===== src/rtl/food_spawner.sv =====
// Draws random grid cells from the PRBS stream, rejects off-grid draws, checks
// occupancy with the snake body store and commits the first free cell found.
module food_spawner #(
  parameter int COLS      = 32,
  parameter int ROWS      = 24,
  parameter int XB        = 5,
  parameter int YB        = 5,
  parameter int MAX_TRIES = 64
) (
  input  logic          clock_25,
  input  logic          reset,
  input  logic [6:0]    rnd,
  input  logic          spawn_req,
  output logic          occ_req,
  output logic [XB-1:0] occ_x,
  output logic [YB-1:0] occ_y,
  input  logic          occ_ack,
  input  logic          occ_hit,
  output logic          busy,
  output logic [XB-1:0] food_x,
  output logic [YB-1:0] food_y,
  output logic          food_valid,
  output logic          food_done,
  output logic          food_fail
);

  typedef enum logic [2:0] {
    IDLE  = 3'd0,
    GET_X = 3'd1,
    GET_Y = 3'd2,
    QUERY = 3'd3,
    DONE  = 3'd4,
    FAIL  = 3'd5
  } state_t;

  localparam logic [XB:0] COLS_L = (XB+1)'(COLS);
  localparam logic [YB:0] ROWS_L = (YB+1)'(ROWS);
  localparam logic [7:0]  MAX_L  = 8'(MAX_TRIES);

  state_t          state_q, state_d;
  logic [7:0]      tries_q, tries_d;
  logic [XB-1:0]   cand_x_q, cand_x_d;
  logic [YB-1:0]   cand_y_q, cand_y_d;
  logic            bump_s;
  logic            occ_req_q, busy_q, done_q, fail_q, valid_q;
  logic [XB-1:0]   food_x_q;
  logic [YB-1:0]   food_y_q;

  // Next-state, candidate capture and retry accounting.
  always_comb begin
    state_d  = state_q;
    tries_d  = tries_q;
    cand_x_d = cand_x_q;
    cand_y_d = cand_y_q;
    bump_s   = 1'b0;
    case (state_q)
      IDLE: begin
        if (spawn_req) begin
          state_d = GET_X;
          tries_d = 8'd0;
        end else begin
          state_d = IDLE;
        end
      end
      GET_X: begin
        cand_x_d = rnd[XB-1:0];
        if ({1'b0, rnd[XB-1:0]} < COLS_L) begin
          state_d = GET_Y;
        end else begin
          bump_s = 1'b1;
        end
      end
      GET_Y: begin
        cand_y_d = rnd[YB-1:0];
        if ({1'b0, rnd[YB-1:0]} < ROWS_L) begin
          state_d = QUERY;
        end else begin
          bump_s = 1'b1;
        end
      end
      QUERY: begin
        if (occ_ack && !occ_hit) begin
          state_d = DONE;
        end else if (occ_ack && occ_hit) begin
          state_d = GET_X;
          bump_s  = 1'b1;
        end else begin
          state_d = QUERY;
        end
      end
      DONE:    state_d = IDLE;
      FAIL:    state_d = IDLE;
      default: state_d = IDLE;
    endcase
    // A retry that exhausts the budget overrides whatever state was chosen.
    if (bump_s) begin
      tries_d = tries_q + 8'd1;
      if (tries_d == MAX_L) begin
        state_d = FAIL;
      end else begin
        state_d = state_d;
      end
    end else begin
      tries_d = tries_d;
    end
  end

  // State and output registers; outputs are derived from the next state so
  // they line up with the state they describe.
  always_ff @(posedge clock_25) begin
    if (reset) begin
      state_q   <= IDLE;
      tries_q   <= 8'd0;
      cand_x_q  <= '0;
      cand_y_q  <= '0;
      occ_req_q <= 1'b0;
      busy_q    <= 1'b0;
      done_q    <= 1'b0;
      fail_q    <= 1'b0;
      valid_q   <= 1'b0;
      food_x_q  <= '0;
      food_y_q  <= '0;
    end else begin
      state_q   <= state_d;
      tries_q   <= tries_d;
      cand_x_q  <= cand_x_d;
      cand_y_q  <= cand_y_d;
      occ_req_q <= (state_d == QUERY);
      busy_q    <= (state_d != IDLE);
      done_q    <= (state_d == DONE);
      fail_q    <= (state_d == FAIL);
      if (state_d == DONE) begin
        food_x_q <= cand_x_q;
        food_y_q <= cand_y_q;
        valid_q  <= 1'b1;
      end else if (state_q == IDLE && spawn_req) begin
        valid_q  <= 1'b0;
      end
    end
  end

  assign occ_req    = occ_req_q;
  assign occ_x      = cand_x_q;
  assign occ_y      = cand_y_q;
  assign busy       = busy_q;
  assign food_x     = food_x_q;
  assign food_y     = food_y_q;
  assign food_valid = valid_q;
  assign food_done  = done_q;
  assign food_fail  = fail_q;

endmodule


===== config.mk =====
export PLATFORM = sky130hd
export DESIGN_NAME = food_spawner
export DESIGN_NICKNAME = d
export VERILOG_FILES = /design/src/rtl/food_spawner.sv
export SDC_FILE = /design/constraint.sdc
export NUM_CORES = 1
export LEC_CHECK = 0
export CELL_PAD_IN_SITES_DETAIL_PLACEMENT = 0
export CELL_PAD_IN_SITES_GLOBAL_PLACEMENT = 1
export CORE_MARGIN = 10
export CORE_UTILIZATION = 45
export DETAILED_ROUTE_END_ITERATION = 8
export DONT_BUFFER_PORTS = 1
export PLACE_DENSITY_LB_ADDON = 0.1
export SETUP_SLACK_MARGIN = 0.5
export SYNTH_ARGS = -nofsm -noshare
export SYNTH_HDL_FRONTEND = slang
export SYNTH_SLANG_ARGS = --single-unit

===== constraint.sdc =====
create_clock -name clock_25 -period 4.8 [get_ports clock_25]
set_input_delay 0.72 -clock clock_25 [delete_from_list [all_inputs] [get_ports clock_25]]
set_output_delay 0.72 -clock clock_25 [all_outputs]
set_load 0.01 [all_outputs]

# Word level (Yosys, flattened, before mapping)
# Cells that the tools add are included.
dict set report totals {
  regBits 36
  inputBits 12
  output_inout_bits 25
  wordCells 46
}
dict set report op_classes {
  n_addsub 1
  magnitude_cmp 1
  eq_ne 7
  n_mux 16
  reduce_logical 10
}
# cell n
set ops {}
lappend ops {{$mux W8} 3}
lappend ops {{$mux W3} 4}
lappend ops {{$pmux W3 S4} 1}
lappend ops {{$eq A3 B2 Y1 const B} 3}
lappend ops {{$add A8 B1 Y8 const B} 1}
lappend ops {{$eq A8 B7 Y1 const B} 1}
lappend ops {{$eq A3 B3 Y1 const B} 2}
lappend ops {{$mux W1} 6}
lappend ops {{$reduce_bool A2 Y1} 3}
lappend ops {{$lt A5 B5 Y1 const B} 1}
lappend ops {{$eq A3 B1 Y1 const B} 1}
lappend ops {{$logic_and A1 B1 Y1} 3}
lappend ops {{$logic_not A3 Y1} 1}
lappend ops {{$reduce_bool A3 Y1} 1}
lappend ops {{$mux W2} 1}
lappend ops {{$pmux W1 S2} 1}
lappend ops {{$reduce_and A2 Y1} 1}
lappend ops {{$logic_not A1 Y1} 1}

# Depth between registers and ports, before layout
dict set report depth {
  word_depth 8
  mapped_depth 6
  mapped_depth_nobuf 6
}

# Worst setup path before layout
# OpenSTA, ideal clock, no wires.
dict set report synth_timing {
  path_kind {input to register}
  from {input port occ_hit}
  to {register state_q[1]}
  setup_time_ns 0.114
  t_arrival_ns 1.566
  required_time_ns 4.686
  slack_ns 3.120
  cell_stages 5
  n_path_buf 0
  path_cell_list {nand3_1 a21oi_4 o2111ai_1 a21o_1 nor2b_1}
}
dict set report synth_via {
  elab_chain_cells 6
  word_cells_on_any_way 11
  cone_classes {mux (8); reduce/logical (3)}
}
# item line
set synth_lines {}
lappend synth_lines {{start, declared} 18} ;# input logic occ_hit,
lappend synth_lines {{$logic_and A1 B1 Y1 or $logic_not A1 Y1 (tied branches)} {84, 82}}
lappend synth_lines {{$mux W2 or $logic_and A1 B1 Y1 (tied branches)} {84, 82}}
lappend synth_lines {{$mux W3} 82} ;# if (occ_ack && !occ_hit) begin
lappend synth_lines {{$pmux W3 S4} 56} ;# case (state_q)
lappend synth_lines {{$mux W3} 98} ;# if (tries_d == MAX_L) begin
lappend synth_lines {{$mux W3 (*)} 96} ;# if (bump_s) begin
lappend synth_lines {{end signal, assigned} 124} ;# state_q <= state_d;
lappend synth_lines {{end, declared} 40} ;# state_t state_q, state_d;
# Every way passes the cells marked *; elsewhere a longest branch is shown, timed or not.
# A chain may end at the register's enable or synchronous reset.

# Final worst setup path
dict set report layout_timing {
  from {register state_q[0]}
  to {register tries_q[4]}
}
dict set report layout_via {
  elab_chain_cells 4
  word_cells_on_any_way 8
  cone_classes {eq/ne (2); mux (2); reduce/logical (4)}
}
# item line
set layout_lines {}
lappend layout_lines {{$eq A3 B2 Y1} 56}
lappend layout_lines {{$pmux W1 S2} 56}
lappend layout_lines {{$reduce_bool A2 Y1 (no source line)} -}
lappend layout_lines {{$reduce_and A2 Y1 (no source line)} -}
lappend layout_lines {{end signal, assigned} 125} ;# tries_q <= tries_d;
lappend layout_lines {{end, declared} 41} ;# logic [7:0] tries_q, tries_d;
# Several ways; a longest one is shown, not always the timed one.

==> results.sh <==
export IMPL_status="completed"
export IMPL_die_area_um2=5999
export IMPL_worstSkewPairLatency_ns=0.34
export IMPL_ir_drop_uv=184.8
export IMPL_htreeDepth=2
export IMPL_cp_common_cell="nor2_1"
export IMPL_cp_max_fo=15
export IMPL_dpl_hpwl_um=2408
export IMPL_crit_required_ns=5.06
export IMPL_grt_pass1_wl_um=5526
export IMPL_die_h_um=77.45
export IMPL_gr_usage_met1_pct=13.46
export IMPL_fin_util_pct=50.24
export IMPL_rows=20
export IMPL_critPathCaptureType="flop"
export IMPL_ctsResizeCount=0
export IMPL_skew_ns=0.005444
export IMPL_synth_seq_cells=36
export IMPL_cts_hold_fix_buffers=0
export IMPL_critPathBufInv=0
export IMPL_seq_area_um2=720.7
export IMPL_slew_headroom_pct=57.57
export IMPL_met2_usage_pct=15.80
export IMPL_grt_pass1_vias=1089
export IMPL_synth_cell_type_count=36
export IMPL_critPathSlowestCell="dfxtp_1"
export IMPL_rrSetupSlack_ns=2.97
export IMPL_syn_area_um2=1485
export IMPL_ios=37
export IMPL_finalWirelength_um=3380
export IMPL_rsz0062_at_grt="false"
export IMPL_finalWeightedCongestion=0.7486
export IMPL_syn_nets=186
export IMPL_criticalPathCategory="flop to flop"
export IMPL_drc_errors=0
export IMPL_leakagePower_nw=0.4952
export IMPL_yosys_warnings=0
export IMPL_cts_buffers=5
export IMPL_fillers=335
export IMPL_ant_nets=0
export IMPL_wl_per_cell_um=15.50
export IMPL_syn_avg_cell_area_um2=8.585
export IMPL_cp_cell_sequence="nand3b_1 -> a21oi_4 -> nor2_1 -> nor2_1 -> a211oi_1"
export IMPL_layout_drive_gt1_share_pct=8.621
export IMPL_async_reset_ff_share_pct=0
export IMPL_drv_cap=0
export IMPL_drv_slew=0
export IMPL_power_density_nw_per_um2=343.9
export IMPL_cts_tree="done"
export IMPL_multi_input_area_um2=716.9
export IMPL_path_clk_slew_ns=0.11
export IMPL_grt_util_met3_pct=7.719
export IMPL_busiest_layer="met2"
export IMPL_diodes=0
export IMPL_grt_max_degree=36
export IMPL_routed_via_density=5.482
export IMPL_worstPathArrival_ns=2.09
export IMPL_cp_start_kind="flop"
export IMPL_clockBufferDepth=2
export IMPL_initial_core_util_pct=47.86
export IMPL_port_buffers=0
export IMPL_finalCritPeriodShare_pct=38.11
export IMPL_holdCritPathClass="input pin to flop"
export IMPL_min_period_ns=1.829
export IMPL_globalRoute_totalOverflow=0
export IMPL_via_count=1195
export IMPL_finalSetupTns_ns=0
export IMPL_hold_viol=0
export IMPL_antenna_found_initial=0
export IMPL_cts_sink_count=36
export IMPL_ys_flop_type="dfxtp_1"
export IMPL_tightest_slew_ns=0.6336
export IMPL_drt_initial_drc_count=43
export IMPL_final_net_count=186
export IMPL_setup_violations=0
export IMPL_root_buffer="clkbuf_4"
export IMPL_synth_yosys_seq_area_share_pct=48.53
export IMPL_fmax_mhz=546.7
export IMPL_synth_edff_count=0
export IMPL_dr_pass1_iters=4
export IMPL_die_width_um=77.45
export IMPL_grt_util_all_layers_pct=11.38
export IMPL_syn2layout_area_growth_pct=4.971
export IMPL_netlist_instances=173
export IMPL_postCtsSetupBuffers=0
export IMPL_max_stage_delay_ns=0.61
export IMPL_core_region_area_um2=3103
export IMPL_critical_path_top_delay_family="simple AND/OR/NAND/NOR gates"
-- power by group --
part           leakage, nW  switching (mW)  total (mW)  internal (mW)
combinational        0.172          0.0236      0.0400         0.0164
sequential           0.292          0.0150       0.323          0.308
clock               0.0315           0.101       0.173         0.0717
total                0.495           0.140       0.536          0.396
-- kinds of logic (layout without fill, tap and decap cells) --
family / count (synthesis) / count (layout) / share of synthesized area [%]
and+or+nand+nor: 74 / 74 / 23.76
AOI/OAI and AO/OA: 49 / 49 / 20.30
DFF: 36 / 36 / 48.53
buffers and inverters: 8 / 9 / 3.201
muxes: 5 / 5 / 3.370
adders and majority gates: 1 / 1 / 0.8423
-- cell usage after synthesis, types with 2 or more instances --
cell type / n / share of area, %
and3_1: 2 / 0.84
nand4_1: 2 / 0.84
mux2i_1: 5 / 3.4
a211oi_1: 4 / 2.0
nand2_1: 30 / 7.6
dfxtp_1: 36 / 49
clkbuf_1: 3 / 0.76
o21ai_0: 8 / 2.7
or3_1: 4 / 1.7
a21oi_1: 28 / 9.4
nor2_1: 22 / 5.6
nand3_1: 5 / 1.7
-- state kept, by name, summed over array words and instances (netlist names) --
register	flops
tries_q	8
food_x	5
food_y	5
occ_x	5
occ_y	5
state_q	3
busy	1
food_done	1
food_fail	1
food_valid	1
occ_req	1
-- layout by cell type, fill, tap and decap left out, types with 2 or more instances in the layout --
cell type  instances
a21oi_1           28
nand2_1           30
and3_1             2
a211oi_1           4
clkbuf_4           5
mux2i_1            5
o21ai_0            8
dfxtp_1           36
nor2_1            22
or3_1              4
nand3_1            5
nand4_1            2
-- area by class of cell --
| cell class | instances | share of cell area [%] |
|---|---|---|
| Multi-Input combinational cell | 129 | 45.99 |
| Inverter | 1 | 0.2408 |
| Clock buffer | 7 | 3.531 |
| Clock inverter | 1 | 0.4815 |
| Tap cell | 44 | 3.531 |
| Sequential cell | 36 | 46.23 |
-- per-stage QoR --
step / power, mW / setup slack, ns / area (µm²) / instances / hold WS, ns
after global placement: 0.3697 / 2.943 / 1496 / 210 / 0.4839
after global routing: 0.5647 / 2.742 / 1559 / 218 / 0.3970
after detailed placement: 0.3707 / 2.912 / 1496 / 210 / 0.4946
final: 0.5361 / 2.971 / 1559 / 218 / 0.4268
after floorplan: 0.3670 / 3.120 / 1485 / 173 / 0.4715
after CTS: 0.5437 / 2.948 / 1559 / 218 / 0.4161
-- layer usage --
metal / up-vias / routed length (µm)
met2: 32 / 1412
met4: 0 / 48
met5: - / 0
met3: 6 / 386
li1: 614 / -
met1: 543 / 1533
-- final timing paths --
kind / cells after the start / endpoint / start
worst max-delay path: 5 / tries_q[4] / state_q[0]
worst min-delay path: 1 / food_y[3] / reset
worst min register to register: 2 / food_y[4] / food_y[4]
worst max register to register: 5 / tries_q[4] / state_q[0]
(Power assumes the default switching activity.)
